**src/rtl/imm_dec_pkg.sv**
```systemverilog
// Shared types for the immediate decode stage.
// Optional Zicsr decode is enabled by defining IMM_DEC_ZICSR_EN.
package imm_dec_pkg;

  typedef enum logic [2:0] {
    IMM_NONE,
    IMM_I,
    IMM_S,
    IMM_B,
    IMM_J,
    IMM_U,
    IMM_SH,
    IMM_Z
  } imm_type_e;

  localparam logic [6:0] OP_IMM    = 7'b0010011;
  localparam logic [6:0] OP_LOAD   = 7'b0000011;
  localparam logic [6:0] OP_JALR   = 7'b1100111;
  localparam logic [6:0] OP_STORE  = 7'b0100011;
  localparam logic [6:0] OP_BRANCH = 7'b1100011;
  localparam logic [6:0] OP_JAL    = 7'b1101111;
  localparam logic [6:0] OP_LUI    = 7'b0110111;
  localparam logic [6:0] OP_AUIPC  = 7'b0010111;
  localparam logic [6:0] OP_OP     = 7'b0110011;
  localparam logic [6:0] OP_FENCE  = 7'b0001111;
  localparam logic [6:0] OP_SYSTEM = 7'b1110011;

  // Width-independent part of a decoded entry
  typedef struct packed {
    imm_type_e  typ;
    logic [4:0] rd;
    logic [4:0] rs1;
    logic [4:0] rs2;
    logic       illegal;
  } dec_fields_t;

endpackage

```
**src/rtl/imm_dec_core.sv**
```systemverilog
// Combinational RISC-V immediate decoder, XLEN 32 or 64.
// CSR immediates are decoded only when IMM_DEC_ZICSR_EN is defined.
module imm_dec_core
  import imm_dec_pkg::*;
#(
  parameter int XLEN = 32
) (
  input  logic [31:0]     instr,
  output logic [XLEN-1:0] imm,
  output dec_fields_t     dec
);

  logic [6:0] op;
  logic [2:0] f3;
  logic [5:0] shamt;

  assign op = instr[6:0];
  assign f3 = instr[14:12];
  assign shamt = (XLEN == 64) ? instr[25:20]
                              : {1'b0, instr[24:20]};

  function automatic logic [XLEN-1:0] sext(
    input logic [31:0] v
  );
    return XLEN'($signed(v));
  endfunction

  always_comb begin
    imm         = '0;
    dec.typ     = IMM_NONE;
    dec.illegal = 1'b0;
    dec.rd      = instr[11:7];
    dec.rs1     = instr[19:15];
    dec.rs2     = instr[24:20];
    unique case (1'b1)
      op == OP_IMM: begin
        if (f3[1:0] == 2'b01) begin
          dec.typ = IMM_SH;
          imm     = XLEN'(shamt);
        end else begin
          dec.typ = IMM_I;
          imm     = sext({{20{instr[31]}}, instr[31:20]});
        end
      end
      op == OP_LOAD || op == OP_JALR: begin
        dec.typ = IMM_I;
        imm     = sext({{20{instr[31]}}, instr[31:20]});
      end
      op == OP_STORE: begin
        dec.typ = IMM_S;
        imm     = sext({{20{instr[31]}}, instr[31:25],
                        instr[11:7]});
      end
      op == OP_BRANCH: begin
        dec.typ = IMM_B;
        imm     = sext({{20{instr[31]}}, instr[7],
                        instr[30:25], instr[11:8], 1'b0});
      end
      op == OP_JAL: begin
        dec.typ = IMM_J;
        imm     = sext({{12{instr[31]}}, instr[19:12],
                        instr[20], instr[30:21], 1'b0});
      end
      op == OP_LUI || op == OP_AUIPC: begin
        dec.typ = IMM_U;
        imm     = sext({instr[31:12], 12'b0});
      end
      op == OP_OP || op == OP_FENCE: begin
        dec.typ = IMM_NONE;
      end
`ifdef IMM_DEC_ZICSR_EN
      op == OP_SYSTEM: begin
        if (f3[2]) begin
          dec.typ = IMM_Z;
          imm     = XLEN'(instr[19:15]);
        end else begin
          dec.typ = IMM_I;
          imm     = sext({{20{instr[31]}}, instr[31:20]});
        end
      end
`endif
      default: begin
        dec.illegal = 1'b1;
      end
    endcase
  end

endmodule

```
**src/rtl/imm_dec_stage.sv**
```systemverilog
// Registered immediate decode stage with 2-entry skid buffer and flush.
// Zicsr decode is enabled by defining IMM_DEC_ZICSR_EN.
module imm_dec_stage
  import imm_dec_pkg::*;
#(
  parameter int XLEN = 32,
  parameter int PC_W = 32
) (
  input  logic            clk,
  input  logic            rst,
  input  logic            flush,
  input  logic            in_valid,
  output logic            in_ready,
  input  logic [31:0]     in_instr,
  input  logic [PC_W-1:0] in_pc,
  output logic            out_valid,
  input  logic            out_ready,
  output logic [XLEN-1:0] out_imm,
  output logic [2:0]      out_imm_type,
  output logic [4:0]      out_rd,
  output logic [4:0]      out_rs1,
  output logic [4:0]      out_rs2,
  output logic [PC_W-1:0] out_pc,
  output logic            out_illegal
);

  typedef struct packed {
    logic [XLEN-1:0] imm;
    logic [PC_W-1:0] pc;
    dec_fields_t     f;
  } entry_t;

  logic [XLEN-1:0] dec_imm;
  dec_fields_t     dec_f;
  entry_t          in_e;
  entry_t          out_q;
  entry_t          skid_q;
  logic            out_v;
  logic            skid_v;
  logic            acc;
  logic            drain;

  imm_dec_core #(
    .XLEN (XLEN)
  ) u_core (
    .instr (in_instr),
    .imm   (dec_imm),
    .dec   (dec_f)
  );

  assign in_e  = '{imm: dec_imm, pc: in_pc, f: dec_f};
  assign acc   = in_valid && in_ready;
  assign drain = out_v && out_ready;

  // Skid is only ever filled while the output is held, so
  // an occupied skid always refills the output before new input.
  always_ff @(posedge clk or posedge rst) begin
    if (rst) begin
      out_v  <= 1'b0;
      skid_v <= 1'b0;
      out_q  <= '0;
      skid_q <= '0;
    end else if (flush) begin
      out_v  <= 1'b0;
      skid_v <= 1'b0;
    end else if (!out_v || drain) begin
      if (skid_v) begin
        out_q  <= skid_q;
        out_v  <= 1'b1;
        skid_v <= 1'b0;
      end else if (acc) begin
        out_q <= in_e;
        out_v <= 1'b1;
      end else begin
        out_v <= 1'b0;
      end
    end else if (acc) begin
      skid_q <= in_e;
      skid_v <= 1'b1;
    end
  end

  assign in_ready     = !skid_v;
  assign out_valid    = out_v;
  assign out_imm      = out_q.imm;
  assign out_imm_type = out_q.f.typ;
  assign out_rd       = out_q.f.rd;
  assign out_rs1      = out_q.f.rs1;
  assign out_rs2      = out_q.f.rs2;
  assign out_pc       = out_q.pc;
  assign out_illegal  = out_q.f.illegal;

endmodule

```
**config.mk**
```make
export PLATFORM = sky130hd
export DESIGN_NAME = imm_dec_stage
export DESIGN_NICKNAME = d
export VERILOG_FILES = /design/src/rtl/imm_dec_pkg.sv /design/src/rtl/imm_dec_core.sv /design/src/rtl/imm_dec_stage.sv
export SDC_FILE = /design/constraint.sdc
export NUM_CORES = 1
export LEC_CHECK = 0
export BUFFER_PORTS_ARGS = -buffer_cell sky130_fd_sc_hd__buf_2
export CAP_MARGIN = 40
export CORE_ASPECT_RATIO = 1.1
export CORE_MARGIN = 2
export CORE_UTILIZATION = 55
export CTS_CLUSTER_SIZE = 16
export DETAILED_ROUTE_END_ITERATION = 10
export PLACE_DENSITY_LB_ADDON = 0.2
export REMOVE_ABC_BUFFERS = 1
export SYNTH_ARGS = -nofsm -noshare
export SYNTH_HDL_FRONTEND = slang
export SYNTH_SLANG_ARGS = --single-unit
```
**constraint.sdc**
```tcl
create_clock -name clk -period 6.45 [get_ports clk]
set_input_delay 0.3225 -clock clk [delete_from_list [all_inputs] [get_ports clk]]
set_output_delay 0.3225 -clock clk [all_outputs]
set_load 0.05 [all_outputs]
```
==> results of run 1 <==
[power groups by stage]
stage               Sequential, mW  Clock (mW)  Combinational, mW
floorplan                     1.53           0              0.175
global placement              1.30           0              0.554
detailed placement            1.31           0              0.572
CTS                           1.29        1.12              0.575
global route                  1.31        1.16              0.621
finish                        1.29        1.10              0.570
[critical path: stages (launching register included)]
cell	delay, ns
sky130_fd_sc_hd__dfrtp_4	0.64
sky130_fd_sc_hd__nor2_1	0.36
sky130_fd_sc_hd__or3_4	0.47
sky130_fd_sc_hd__buf_4	0.69
sky130_fd_sc_hd__or3_1	0.21
sky130_fd_sc_hd__o21ai_0	0.09
sky130_fd_sc_hd__a21oi_1	0.14
[synthesized netlist by cell type (all sizes together), types with 2 or more instances]
cell and n:
o21ai 99, nand2b 2, and3 13, mux2i 47, clkbuf 38, nand4 4, or3 10, inv 4
buf 14, nand2 245, and2 3, a22o 6, nand3 27, a31oi 4, nor2 26, a22oi 5
a21oi 40, o22ai 2, a221o 6, nor3 8, nor2b 2, nand3b 2, dfrtp 168
[layout make-up]
cell class | count | area share [%]
Clock inverter | 12 | 2.24
Inverter | 4 | 0.227
Sequential cell | 168 | 47.7
Timing Repair Buffer | 160 | 9.87
Tap cell | 161 | 2.28
Multi-Input combinational cell | 558 | 32.6
Clock buffer | 20 | 5.06
[cell families (layout without fill, tap and decap cells)]
family / Yosys count / after routing
compound gates: 167 / 167
buf+inv: 56 / 196
flops: 168 / 168
mux: 47 / 47
simple gates: 344 / 344
[through the flow]
step                setup slack [ns]  hold WS, ns  util (%)  cells  instance area (sq um)
finish                          3.76       0.0290      67.3   1083                   8820
global route                    3.47        0.102      67.3   1083                   8820
CTS                             3.73       0.0700      67.3   1083                   8820
detailed placement              3.77        0.462      62.4   1051                   8180
global placement                3.33        0.453      61.9   1048                   8100
floorplan                       1.58        0.386         -    730                   7080
[how the worst max path moves through the flow]
stage | endpoint | cells after the start
finish | out_imm[19] | 6
global route | out_imm[14] | 6
CTS | out_imm[19] | 6
detailed placement | out_imm[14] | 6
global placement | skid_q[79] | 5
floorplan | out_illegal | 1
[sequential cells by signal, indices dropped and copies added, names as in the netlist]
| name | cells |
|---|---|
| out_rs1 | 5 |
| skid_v | 1 |
| out_imm_type | 3 |
| out_illegal | 1 |
| skid_q | 83 |
| out_rd | 5 |
| out_rs2 | 5 |
| out_pc | 32 |
| out_imm | 32 |
| out_valid | 1 |
[metal layers]
layer,share of wire (%),track usage (%)
met2,48,40.3
met4,0.99,6.53
met3,6.9,4.77
met5,0,0
met1,44,35.6
==> impl_metrics.prom, run 1 <==
# TYPE chip_impl_metric gauge
chip_impl_metric{name="antennaDiodeCount",unit=""} 0
chip_impl_info{name="holdCritPathClass",value="in2async"} 1
chip_impl_metric{name="holdBufCountCts",unit=""} 0
chip_impl_metric{name="fin_skew",unit="ns"} 0.00480
chip_impl_metric{name="r2r_cells",unit=""} 6
chip_impl_metric{name="power.static_leakage",unit="nW"} 4.39
chip_impl_metric{name="synth.area.mux_share",unit="%"} 6.44
chip_impl_info{name="final_cell_mix",value="245 x sky130_fd_sc_hd__nand2_1, 167 x sky130_fd_sc_hd__dfrtp_1, 153 x sky130_fd_sc_hd__buf_2"} 1
chip_impl_metric{name="clk_pin_slew_worst_setup_hold_paths",unit="ns"} 0.06
chip_impl_metric{name="power.sequential.fraction",unit="%"} 43.6
chip_impl_metric{name="max-slew-margin-rel",unit="%"} 38.3
chip_impl_metric{name="count_of_standard_cell_rows",unit=""} 44
chip_impl_metric{name="fillers",unit=""} 1054
chip_impl_metric{name="global_route_wire_length_before_repair",unit="um"} 28500
chip_impl_metric{name="antenna_found_initial",unit=""} 0
chip_impl_metric{name="power.switching",unit="mW"} 0.912
chip_impl_metric{name="totalWireLength",unit="um"} 17200
chip_impl_metric{name="timing.setup.tns",unit="ns"} 0
chip_impl_metric{name="fp.dieW",unit="um"} 114
chip_impl_info{name="main_combinational_cell_family_by_area_after_synthesis",value="simple AND/OR/NAND/NOR gates"} 1
chip_impl_metric{name="synth-compound-area-share",unit="%"} 12.7
chip_impl_info{name="critical_path_endpoint_category",value="register"} 1
chip_impl_metric{name="timing.final.crit_period",unit="ns"} 2.69
chip_impl_metric{name="max_cap_violations",unit=""} 0
chip_impl_metric{name="synthDistinctLibCells",unit=""} 36
chip_impl_metric{name="area_delta_synth_final",unit="%"} 20.8
chip_impl_info{name="cells_taking_the_most_area_after_synthesis",value="sky130_fd_sc_hd__dfrtp_1 58%, sky130_fd_sc_hd__nand2_1 13%, sky130_fd_sc_hd__o21ai_0 6.8%"} 1
chip_impl_metric{name="clock_latency",unit="ns"} 0.42
chip_impl_metric{name="die_height",unit="um"} 125
chip_impl_metric{name="number_of_port_buffers",unit=""} 153
chip_impl_info{name="timing.setup.critical_path_class",value="reg2reg"} 1
chip_impl_metric{name="synth-edff-count",unit=""} 0
chip_impl_metric{name="cts-resized-gates",unit=""} 0
chip_impl_metric{name="adder_and_majority_cell_fraction_of_the_synthesized_area",unit="%"} 0
chip_impl_info{name="critical_register_to_register_path_startpoint",value="skid_v"} 1
chip_impl_metric{name="drive_gt1_share",unit="%"} 21.5
chip_impl_metric{name="core-area",unit="sq mm"} 0.0131
chip_impl_metric{name="gp_routability_congestion",unit=""} 0.896
chip_impl_metric{name="ff2ff_setup_slack",unit="ns"} 3.76
chip_impl_info{name="timing.critical_path.from",value="skid_v"} 1
chip_impl_metric{name="report.power.total",unit="mW"} 2.96
chip_impl_metric{name="grt_use_total",unit="%"} 25.2
chip_impl_metric{name="pin_count_of_the_biggest_net_entering_global_routing",unit=""} 88
chip_impl_metric{name="post_detailed_route_via_to_cell_ratio",unit=""} 5.58
chip_impl_info{name="unrepaired_setup_endpoints_after_global_routing",value="no"} 1
chip_impl_metric{name="pwr_density_cell",unit="mW/mm^2"} 336
chip_impl_info{name="clock_tree.root_cell",value="sky130_fd_sc_hd__clkbuf_16"} 1
chip_impl_info{name="worstSetupStartpointType",value="register"} 1
chip_impl_metric{name="layout.area.seq",unit="sq mm"} 0.00421
chip_impl_metric{name="remaining_number_of_nets_flagged_by_the_antenna_check_after_routing",unit=""} 0
chip_impl_metric{name="cts.path.max_buffers",unit=""} 2
chip_impl_metric{name="finalSetupViolations",unit=""} 0
chip_impl_metric{name="tcrit_tclk_final",unit="%"} 41.7
chip_impl_metric{name="cts_max_level",unit=""} 4
chip_impl_info{name="reg2reg_to",value="out_imm[19]"} 1
chip_impl_metric{name="yosysWarningCount",unit=""} 0
chip_impl_metric{name="cts_sinks",unit=""} 168
chip_impl_metric{name="report.final.slew_viol_count",unit=""} 0
chip_impl_metric{name="drtPass1Iterations",unit=""} 8
chip_impl_metric{name="comb_power_share",unit="%"} 19.2
chip_impl_metric{name="multiInputGateArea",unit="sq mm"} 0.00288
chip_impl_metric{name="clock_power_share",unit="%"} 37.2
chip_impl_metric{name="drt_drc_violations_left",unit=""} 0
chip_impl_metric{name="routed-via-count",unit=""} 6043
chip_impl_info{name="layout.cells.most_common",value="sky130_fd_sc_hd__nand2_1"} 1
chip_impl_metric{name="postSynth.asyncResetShare",unit="%"} 100
chip_impl_metric{name="power.ir.vdd_worst",unit="uV"} 174
chip_impl_metric{name="cts.repair_timing.setup_buffer_count",unit=""} 0
chip_impl_metric{name="routedWlPerCell",unit="um"} 15.9
chip_impl_metric{name="power_switching_share",unit="%"} 30.8
chip_impl_metric{name="max_clock_freq",unit="GHz"} 0.371
chip_impl_metric{name="number_of_global_route_vias_before_repair",unit=""} 5806
chip_impl_metric{name="syn_inst",unit=""} 782
chip_impl_metric{name="fp.dieArea",unit="sq mm"} 0.0142
chip_impl_info{name="tritoncts_clock_tree",value="built"} 1
chip_impl_metric{name="synthSimpleGateAreaFrac",unit="%"} 20.0
chip_impl_info{name="result_of_the_run",value="finished clean"} 1
chip_impl_metric{name="drt_first_iter_violations",unit=""} 527
chip_impl_metric{name="synth_largest_type_area_fraction",unit="%"} 57.6
chip_impl_metric{name="mappedNetlistArea",unit="sq mm"} 0.00730
chip_impl_info{name="ys.flop_type",value="sky130_fd_sc_hd__dfrtp_1"} 1
chip_impl_metric{name="seq_area_frac_synth",unit="%"} 57.6
chip_impl_metric{name="global_route.overflow_total",unit=""} 0
chip_impl_metric{name="worst-slew-pin-transition",unit="ns"} 0.923
chip_impl_metric{name="synth_xor_area_share",unit="%"} 0
chip_impl_info{name="yosysTopAreaCell",value="sky130_fd_sc_hd__dfrtp_1"} 1
chip_impl_metric{name="dpl_hpwl",unit="um"} 11200
chip_impl_metric{name="fin_nets",unit=""} 978
chip_impl_metric{name="timing.critical_path.arrival",unit="ns"} 3.03
chip_impl_metric{name="yosys_register_bits",unit=""} 168
chip_impl_metric{name="postSynthAreaPerCell",unit="sq um"} 9.34
chip_impl_metric{name="internal_power",unit="mW"} 2.05
chip_impl_metric{name="numCtsBuffers",unit=""} 17
chip_impl_metric{name="start_util",unit="%"} 55.7
chip_impl_metric{name="path_max_fanout",unit=""} 87
chip_impl_metric{name="critical_path_required",unit="ns"} 6.79
chip_impl_metric{name="pin_count",unit=""} 154
chip_impl_metric{name="hold_violations",unit=""} 0
No activity file was read; power rests on OpenSTA's default activity.
==> run 2: changes to the inputs <==
clock period = 2.53 ns   (was 6.45 ns; I/O delays follow)
==> impl_metrics.prom, run 2 (synthesis gave the netlist of run 1 again) <==
# TYPE chip_impl_metric gauge
chip_impl_info{name="critical_path_endpoint_category",value="register"} 1
chip_impl_metric{name="r2r_cells",unit=""} 5
chip_impl_metric{name="clock_latency",unit="ns"} 0.42
chip_impl_metric{name="max_clock_freq",unit="GHz"} 0.477
chip_impl_metric{name="fp.dieArea",unit="sq mm"} 0.0142
chip_impl_info{name="result_of_the_run",value="finished clean"} 1
chip_impl_metric{name="clock_power_share",unit="%"} 37.1
chip_impl_metric{name="grt_use_total",unit="%"} 28.2
chip_impl_info{name="critical_register_to_register_path_startpoint",value="skid_v"} 1
chip_impl_metric{name="core-area",unit="sq mm"} 0.0131
chip_impl_metric{name="post-place-cells",unit=""} 1061
chip_impl_metric{name="post-route-util",unit="%"} 72.2
chip_impl_metric{name="met1_length",unit="um"} 8410
chip_impl_metric{name="stdcell_count",unit=""} 1148
chip_impl_metric{name="finalInstanceArea",unit="sq mm"} 0.00947
chip_impl_info{name="timing.setup.critical_path_class",value="reg2reg"} 1
chip_impl_metric{name="timing.final.crit_period",unit="ns"} 2.10
chip_impl_info{name="reg2reg_to",value="out_rs1[3]"} 1
chip_impl_metric{name="start_util",unit="%"} 55.7
chip_impl_metric{name="count_of_standard_cell_rows",unit=""} 44
chip_impl_metric{name="power.switching",unit="mW"} 2.40
chip_impl_metric{name="cts.repair_timing.setup_buffer_count",unit=""} 0
chip_impl_metric{name="fin_nets",unit=""} 1043
chip_impl_info{name="final_cell_mix",value="245 x sky130_fd_sc_hd__nand2_1, 167 x sky130_fd_sc_hd__dfrtp_1, 153 x sky130_fd_sc_hd__buf_2"} 1
chip_impl_metric{name="drt_first_iter_violations",unit=""} 519
chip_impl_metric{name="min_delay_path_depth",unit=""} 2
chip_impl_info{name="timing.critical_path.from",value="skid_v"} 1
chip_impl_metric{name="power_switching_share",unit="%"} 31.0
chip_impl_info{name="layout.cells.most_common",value="sky130_fd_sc_hd__nand2_1"} 1
chip_impl_metric{name="routedWlPerCell",unit="um"} 17.0
chip_impl_metric{name="power.ir.vdd_worst",unit="uV"} 421
chip_impl_metric{name="ff2ff_setup_slack",unit="ns"} 0.43
chip_impl_info{name="worstSetupStartpointType",value="register"} 1
chip_impl_metric{name="path_max_fanout",unit=""} 46
chip_impl_metric{name="drtPass1Iterations",unit=""} 6
chip_impl_info{name="crit_end",value="out_rs1[3]"} 1
chip_impl_metric{name="drt_drc_violations_left",unit=""} 0
chip_impl_metric{name="max-slew-margin-rel",unit="%"} 51.1
chip_impl_metric{name="drive_gt1_share",unit="%"} 21.0
chip_impl_metric{name="totalWireLength",unit="um"} 19500
chip_impl_metric{name="routed-via-count",unit=""} 6550
chip_impl_metric{name="area_delta_synth_final",unit="%"} 29.6
chip_impl_metric{name="comb_power_share",unit="%"} 20.1
chip_impl_metric{name="dpl_hpwl",unit="um"} 12200
chip_impl_metric{name="numCtsBuffers",unit=""} 17
chip_impl_metric{name="critical_path_required",unit="ns"} 2.82
chip_impl_metric{name="antenna_found_initial",unit=""} 1
chip_impl_metric{name="pwr_density_cell",unit="mW/mm^2"} 816
chip_impl_info{name="clock_tree.root_cell",value="sky130_fd_sc_hd__clkbuf_16"} 1
chip_impl_metric{name="flip_flop_count_of_the_largest_register_after_layout",unit=""} 83
chip_impl_metric{name="number_of_port_buffers",unit=""} 153
chip_impl_metric{name="internal_power",unit="mW"} 5.33
chip_impl_metric{name="fp.dieW",unit="um"} 114
chip_impl_metric{name="max_cap_violations",unit=""} 0
chip_impl_metric{name="finalSetupViolations",unit=""} 0
chip_impl_metric{name="power.static_leakage",unit="nW"} 4.67
chip_impl_metric{name="number_of_global_route_vias_before_repair",unit=""} 6421
chip_impl_metric{name="pin_count",unit=""} 154
chip_impl_metric{name="die_height",unit="um"} 125
chip_impl_info{name="unrepaired_setup_endpoints_after_global_routing",value="no"} 1
chip_impl_metric{name="remaining_number_of_nets_flagged_by_the_antenna_check_after_routing",unit=""} 0
chip_impl_metric{name="global_route.overflow_total",unit=""} 0
chip_impl_metric{name="global_route_wire_length_before_repair",unit="um"} 32000
chip_impl_metric{name="timing.critical_path.arrival",unit="ns"} 2.38
chip_impl_info{name="max_flop_register",value="skid_q"} 1
chip_impl_metric{name="met2WireLength",unit="um"} 9580
chip_impl_metric{name="cts_max_level",unit=""} 4
chip_impl_metric{name="cts_sinks",unit=""} 168
chip_impl_metric{name="cts-resized-gates",unit=""} 0
chip_impl_metric{name="holdBufCountCts",unit=""} 55
chip_impl_metric{name="power.sequential.fraction",unit="%"} 42.7
chip_impl_info{name="tritoncts_clock_tree",value="built"} 1
chip_impl_metric{name="pin_count_of_the_biggest_net_entering_global_routing",unit=""} 81
chip_impl_metric{name="report.final.slew_viol_count",unit=""} 0
chip_impl_info{name="holdCritPathClass",value="in2reg"} 1
chip_impl_metric{name="post_dp_cell_area",unit="sq mm"} 0.00826
chip_impl_metric{name="met3RoutedLength",unit="um"} 1300
chip_impl_metric{name="post_detailed_route_via_to_cell_ratio",unit=""} 5.71
chip_impl_metric{name="gp_routability_congestion",unit=""} 0.890
chip_impl_metric{name="worst-slew-pin-transition",unit="ns"} 0.733
chip_impl_metric{name="clk_pin_slew_worst_setup_hold_paths",unit="ns"} 0.06
chip_impl_metric{name="cts.path.max_buffers",unit=""} 2
chip_impl_metric{name="hold_violations",unit=""} 0
chip_impl_info{name="dr.max_layer_used",value="met5"} 1
chip_impl_metric{name="tcrit_tclk_final",unit="%"} 82.9
chip_impl_metric{name="antennaDiodeCount",unit=""} 0
chip_impl_metric{name="fin_skew",unit="ns"} 0.0106
-- run 2: metrics by stage --
step / power (mW) / hold slack (ns) / worst slack [ns] / TNS, ns
6_report: 7.73 / 0.0192 / 0.433 / 0
5_1_grt: 8.04 / 0.00790 / 0.260 / 0
4_1_cts: 7.74 / 0.00648 / 0.419 / 0
3_5_place_dp: 4.82 / 0.312 / 0.455 / 0
3_3_place_gp: 4.76 / 0.303 / 0.570 / 0
2_1_floorplan: 4.35 / 0.190 / -2.14 / -558.08
-- run 2: cell type report --
class	instances	area [sq um]
sequential	168	4210
fill	954	3640
multi-input combinational	558	2880
timing repair buffer	225	1500
clock buffer	22	464
tap	161	201
clock inverter	10	191
inverter	4	20.0
-- run 2: power groups by stage --
stage	clock network (mW)	registers, mW	logic, mW
after floorplan	0	3.91	0.446
after global placement	0	3.32	1.44
after detailed placement	0	3.34	1.48
after CTS	2.88	3.30	1.56
after global routing	3.01	3.35	1.69
final	2.87	3.30	1.55
-- run 2: how the worst min path moves through the flow --
stage | from | to | slack [ns]
6_report | in_instr[25] | skid_q[56] | 0.02
5_1_grt | in_instr[28] | out_imm[8] | 0.008
4_1_cts | in_instr[25] | skid_q[56] | 0.006
3_5_place_dp | rst | out_pc[2] | 0.31
3_3_place_gp | rst | skid_q[21] | 0.30
2_1_floorplan | flush | out_valid | 0.19
-- run 2: critical path, cell delays in order, from the launching register on --
cell and delay, ns:
sky130_fd_sc_hd__dfrtp_4 0.55, sky130_fd_sc_hd__nor2_1 0.35, sky130_fd_sc_hd__or3_4 0.42, sky130_fd_sc_hd__buf_12 0.25, sky130_fd_sc_hd__buf_4 0.25, sky130_fd_sc_hd__o21ai_0 0.12
-- run 2: routing by layer --
layer  vias up  GRT usage [%]
met5         -              0
met4         2           6.67
met3        22           6.23
met2       268           45.5
met1      3235           39.2
li1       3023              -
==> run 3: changes to the inputs <==
CORE_UTILIZATION = 49   (was 55)
clock period = 1.9 ns   (was 2.53 ns; I/O delays follow)
==> impl_metrics.prom, run 3 (synthesis gave the netlist of run 1 again) <==
# TYPE chip_impl_metric gauge
chip_impl_metric{name="post-route-worst-setup-slack",unit="ns"} 0.0949
chip_impl_metric{name="grt_use_total",unit="%"} 24.6
chip_impl_metric{name="count_of_standard_cell_rows",unit=""} 46
chip_impl_metric{name="routedWlPerCell",unit="um"} 16.0
chip_impl_metric{name="post_detailed_route_via_to_cell_ratio",unit=""} 5.28
chip_impl_metric{name="report.final.slew_viol_count",unit=""} 0
chip_impl_info{name="clock_tree.root_cell",value="sky130_fd_sc_hd__clkbuf_16"} 1
chip_impl_metric{name="post_dp_cell_area",unit="sq mm"} 0.00842
chip_impl_metric{name="die_height",unit="um"} 132
chip_impl_metric{name="cts_max_level",unit=""} 4
chip_impl_info{name="holdCritPathClass",value="in2reg"} 1
chip_impl_metric{name="number_of_global_route_vias_before_repair",unit=""} 6214
chip_impl_metric{name="pwr_density_cell",unit="mW/mm^2"} 1030
chip_impl_metric{name="timing.critical_path.arrival",unit="ns"} 2.16
chip_impl_metric{name="numCtsBuffers",unit=""} 17
chip_impl_metric{name="totalWireLength",unit="um"} 19100
chip_impl_metric{name="remaining_number_of_nets_flagged_by_the_antenna_check_after_routing",unit=""} 0
chip_impl_metric{name="cts.path.max_buffers",unit=""} 2
chip_impl_metric{name="area_delta_synth_final",unit="%"} 31.2
chip_impl_metric{name="groute.layer.met2.usage",unit="%"} 39.7
chip_impl_info{name="critical_path.cell_chain",value="nor2b_2 -> nor3_4 -> nand2_1 -> a31oi_1 -> a221o_1"} 1
chip_impl_metric{name="finalInstanceArea",unit="sq mm"} 0.00958
chip_impl_info{name="tritoncts_clock_tree",value="built"} 1
chip_impl_metric{name="place_worst_setup_slack",unit="ns"} 0.0294
chip_impl_metric{name="post-route-util",unit="%"} 66.1
chip_impl_metric{name="pin_count",unit=""} 154
chip_impl_metric{name="max-slew-margin-rel",unit="%"} 52.6
chip_impl_metric{name="cts_sinks",unit=""} 168
chip_impl_metric{name="worst-slew-pin-transition",unit="ns"} 0.707
chip_impl_metric{name="critical_path_required",unit="ns"} 2.26
chip_impl_info{name="result_of_the_run",value="finished clean"} 1
chip_impl_metric{name="tcrit_tclk_final",unit="%"} 95.0
chip_impl_metric{name="grtUsageMet3",unit="%"} 4.67
chip_impl_info{name="final_cell_mix",value="245 x sky130_fd_sc_hd__nand2_1, 167 x sky130_fd_sc_hd__dfrtp_1, 153 x sky130_fd_sc_hd__buf_2"} 1
chip_impl_metric{name="flip_flop_count_of_the_largest_register_after_layout",unit=""} 83
chip_impl_metric{name="max_cap_violations",unit=""} 0
chip_impl_metric{name="core-area",unit="sq mm"} 0.0145
chip_impl_metric{name="clk_pin_slew_worst_setup_hold_paths",unit="ns"} 0.06
chip_impl_metric{name="stage_delay_of_the_slowest_cell_on_the_critical_path",unit="ns"} 0.56
chip_impl_info{name="slowest_stage",value="sky130_fd_sc_hd__a31oi_1"} 1
chip_impl_info{name="grt-busiest-layer",value="met2"} 1
chip_impl_metric{name="gp_routability_congestion",unit=""} 0.791
chip_impl_metric{name="fin_skew",unit="ns"} 0.00536
chip_impl_info{name="worstSetupStartpointType",value="register"} 1
chip_impl_metric{name="report.power.total",unit="mW"} 9.85
chip_impl_metric{name="dpl_hpwl",unit="um"} 12300
chip_impl_metric{name="clock_latency",unit="ns"} 0.42
chip_impl_metric{name="antennaDiodeCount",unit=""} 0
chip_impl_metric{name="finalSetupViolations",unit=""} 0
chip_impl_metric{name="drt_drc_violations_left",unit=""} 0
chip_impl_metric{name="fp.dieArea",unit="sq mm"} 0.0159
chip_impl_metric{name="pin_count_of_the_biggest_net_entering_global_routing",unit=""} 53
chip_impl_metric{name="timing.final.crit_period",unit="ns"} 1.81
chip_impl_info{name="layout.cells.most_common",value="sky130_fd_sc_hd__nand2_1"} 1
chip_impl_metric{name="antenna_found_initial",unit=""} 0
chip_impl_metric{name="worst-path-buf-inv",unit=""} 0
chip_impl_metric{name="number_of_port_buffers",unit=""} 153
chip_impl_metric{name="max_clock_freq",unit="GHz"} 0.554
chip_impl_metric{name="drt_first_iter_violations",unit=""} 531
chip_impl_metric{name="power.static_leakage",unit="nW"} 4.73
chip_impl_metric{name="drive_gt1_share",unit="%"} 22.0
chip_impl_metric{name="hold_violations",unit=""} 0
chip_impl_metric{name="power.ir.vdd_worst",unit="uV"} 487
chip_impl_metric{name="path_max_fanout",unit=""} 6
chip_impl_info{name="unrepaired_setup_endpoints_after_global_routing",value="yes"} 1
chip_impl_info{name="critical_path_endpoint_category",value="register"} 1
chip_impl_info{name="timing.setup.critical_path_class",value="reg2reg"} 1
chip_impl_metric{name="fin_nets",unit=""} 1058
chip_impl_metric{name="global_route.usage.met1",unit="%"} 34.1
chip_impl_metric{name="global_route.overflow_total",unit=""} 0
chip_impl_info{name="max_flop_register",value="skid_q"} 1
chip_impl_metric{name="fp.dieW",unit="um"} 120
chip_impl_info{name="cpLargestDelayFamily",value="compound AO/OA/AOI/OAI gates"} 1
chip_impl_metric{name="global_route_wire_length_before_repair",unit="um"} 31200
chip_impl_metric{name="start_util",unit="%"} 50.4
chip_impl_metric{name="routed-via-count",unit=""} 6308
chip_impl_metric{name="drtPass1Iterations",unit=""} 5
## run 3: worst paths after layout
kind / startpoint / end / slack (ns) / cells after the start
worst max register to register: out_valid / out_imm[5] / 0.09 / 5
worst min-delay path: out_ready / skid_v / 0.02 / 3
worst max-delay path: out_valid / out_imm[5] / 0.09 / 5
worst min register to register: skid_q[55] / skid_q[55] / 0.47 / 2
min in group asynchronous: rst / out_pc[6] / 0.27 / 3
max in group asynchronous: rst / out_rs1[0] / 1.00 / 4
## run 3: power by group
group	switching, mW	internal (mW)	leakage, nW
Sequential	0.278	4.11	2.16
Clock	1.35	2.03	0.286
Combinational	1.48	0.608	2.29
Total	3.11	6.74	4.73
## run 3: layout make-up
type                            count  area [sq um]
Clock buffer                       23           478
Multi-Input combinational cell    558          2880
Tap cell                          192           240
Timing Repair Buffer              240          1660
Inverter                            4          20.0
Clock inverter                      9          97.6
Fill cell                        1234          4920
Sequential cell                   168          4210
## run 3: per-stage QoR
step	hold slack (ns)	std cells	TNS (ns)
2_1_floorplan	0.158	730	-765.07
4_1_cts	0.00481	1194	0
3_3_place_gp	0.157	1104	0
5_1_grt	0.0279	1194	-0.0828
3_5_place_dp	0.162	1104	0
6_report	0.0181	1194	0
## run 3: metal layers
| layer | routed length [um] | share of wire (%) | vias up |
|---|---|---|---|
| met3 | 973 | 5.1 | 18 |
| li1 | - | - | 3071 |
| met4 | 189 | 0.99 | 0 |
| met1 | 8830 | 46 | 3020 |
| met2 | 9080 | 48 | 199 |
| met5 | 0 | 0 | - |
## run 3: what timing repair did
action,in CTS,in global routing
hold buffers,58,0
resized for setup,0,2
hold endpoints to repair,154,0
setup buffers,0,0
endpoints found under the setup margin,0,25
## run 3: tightest hold or removal path, delay by kind of cell
| kind | cells | cell delay, ns |
|---|---|---|
| buffers and inverters | 1 | 0.13 |
| AND/OR/NAND/NOR | 2 | 0.18 |
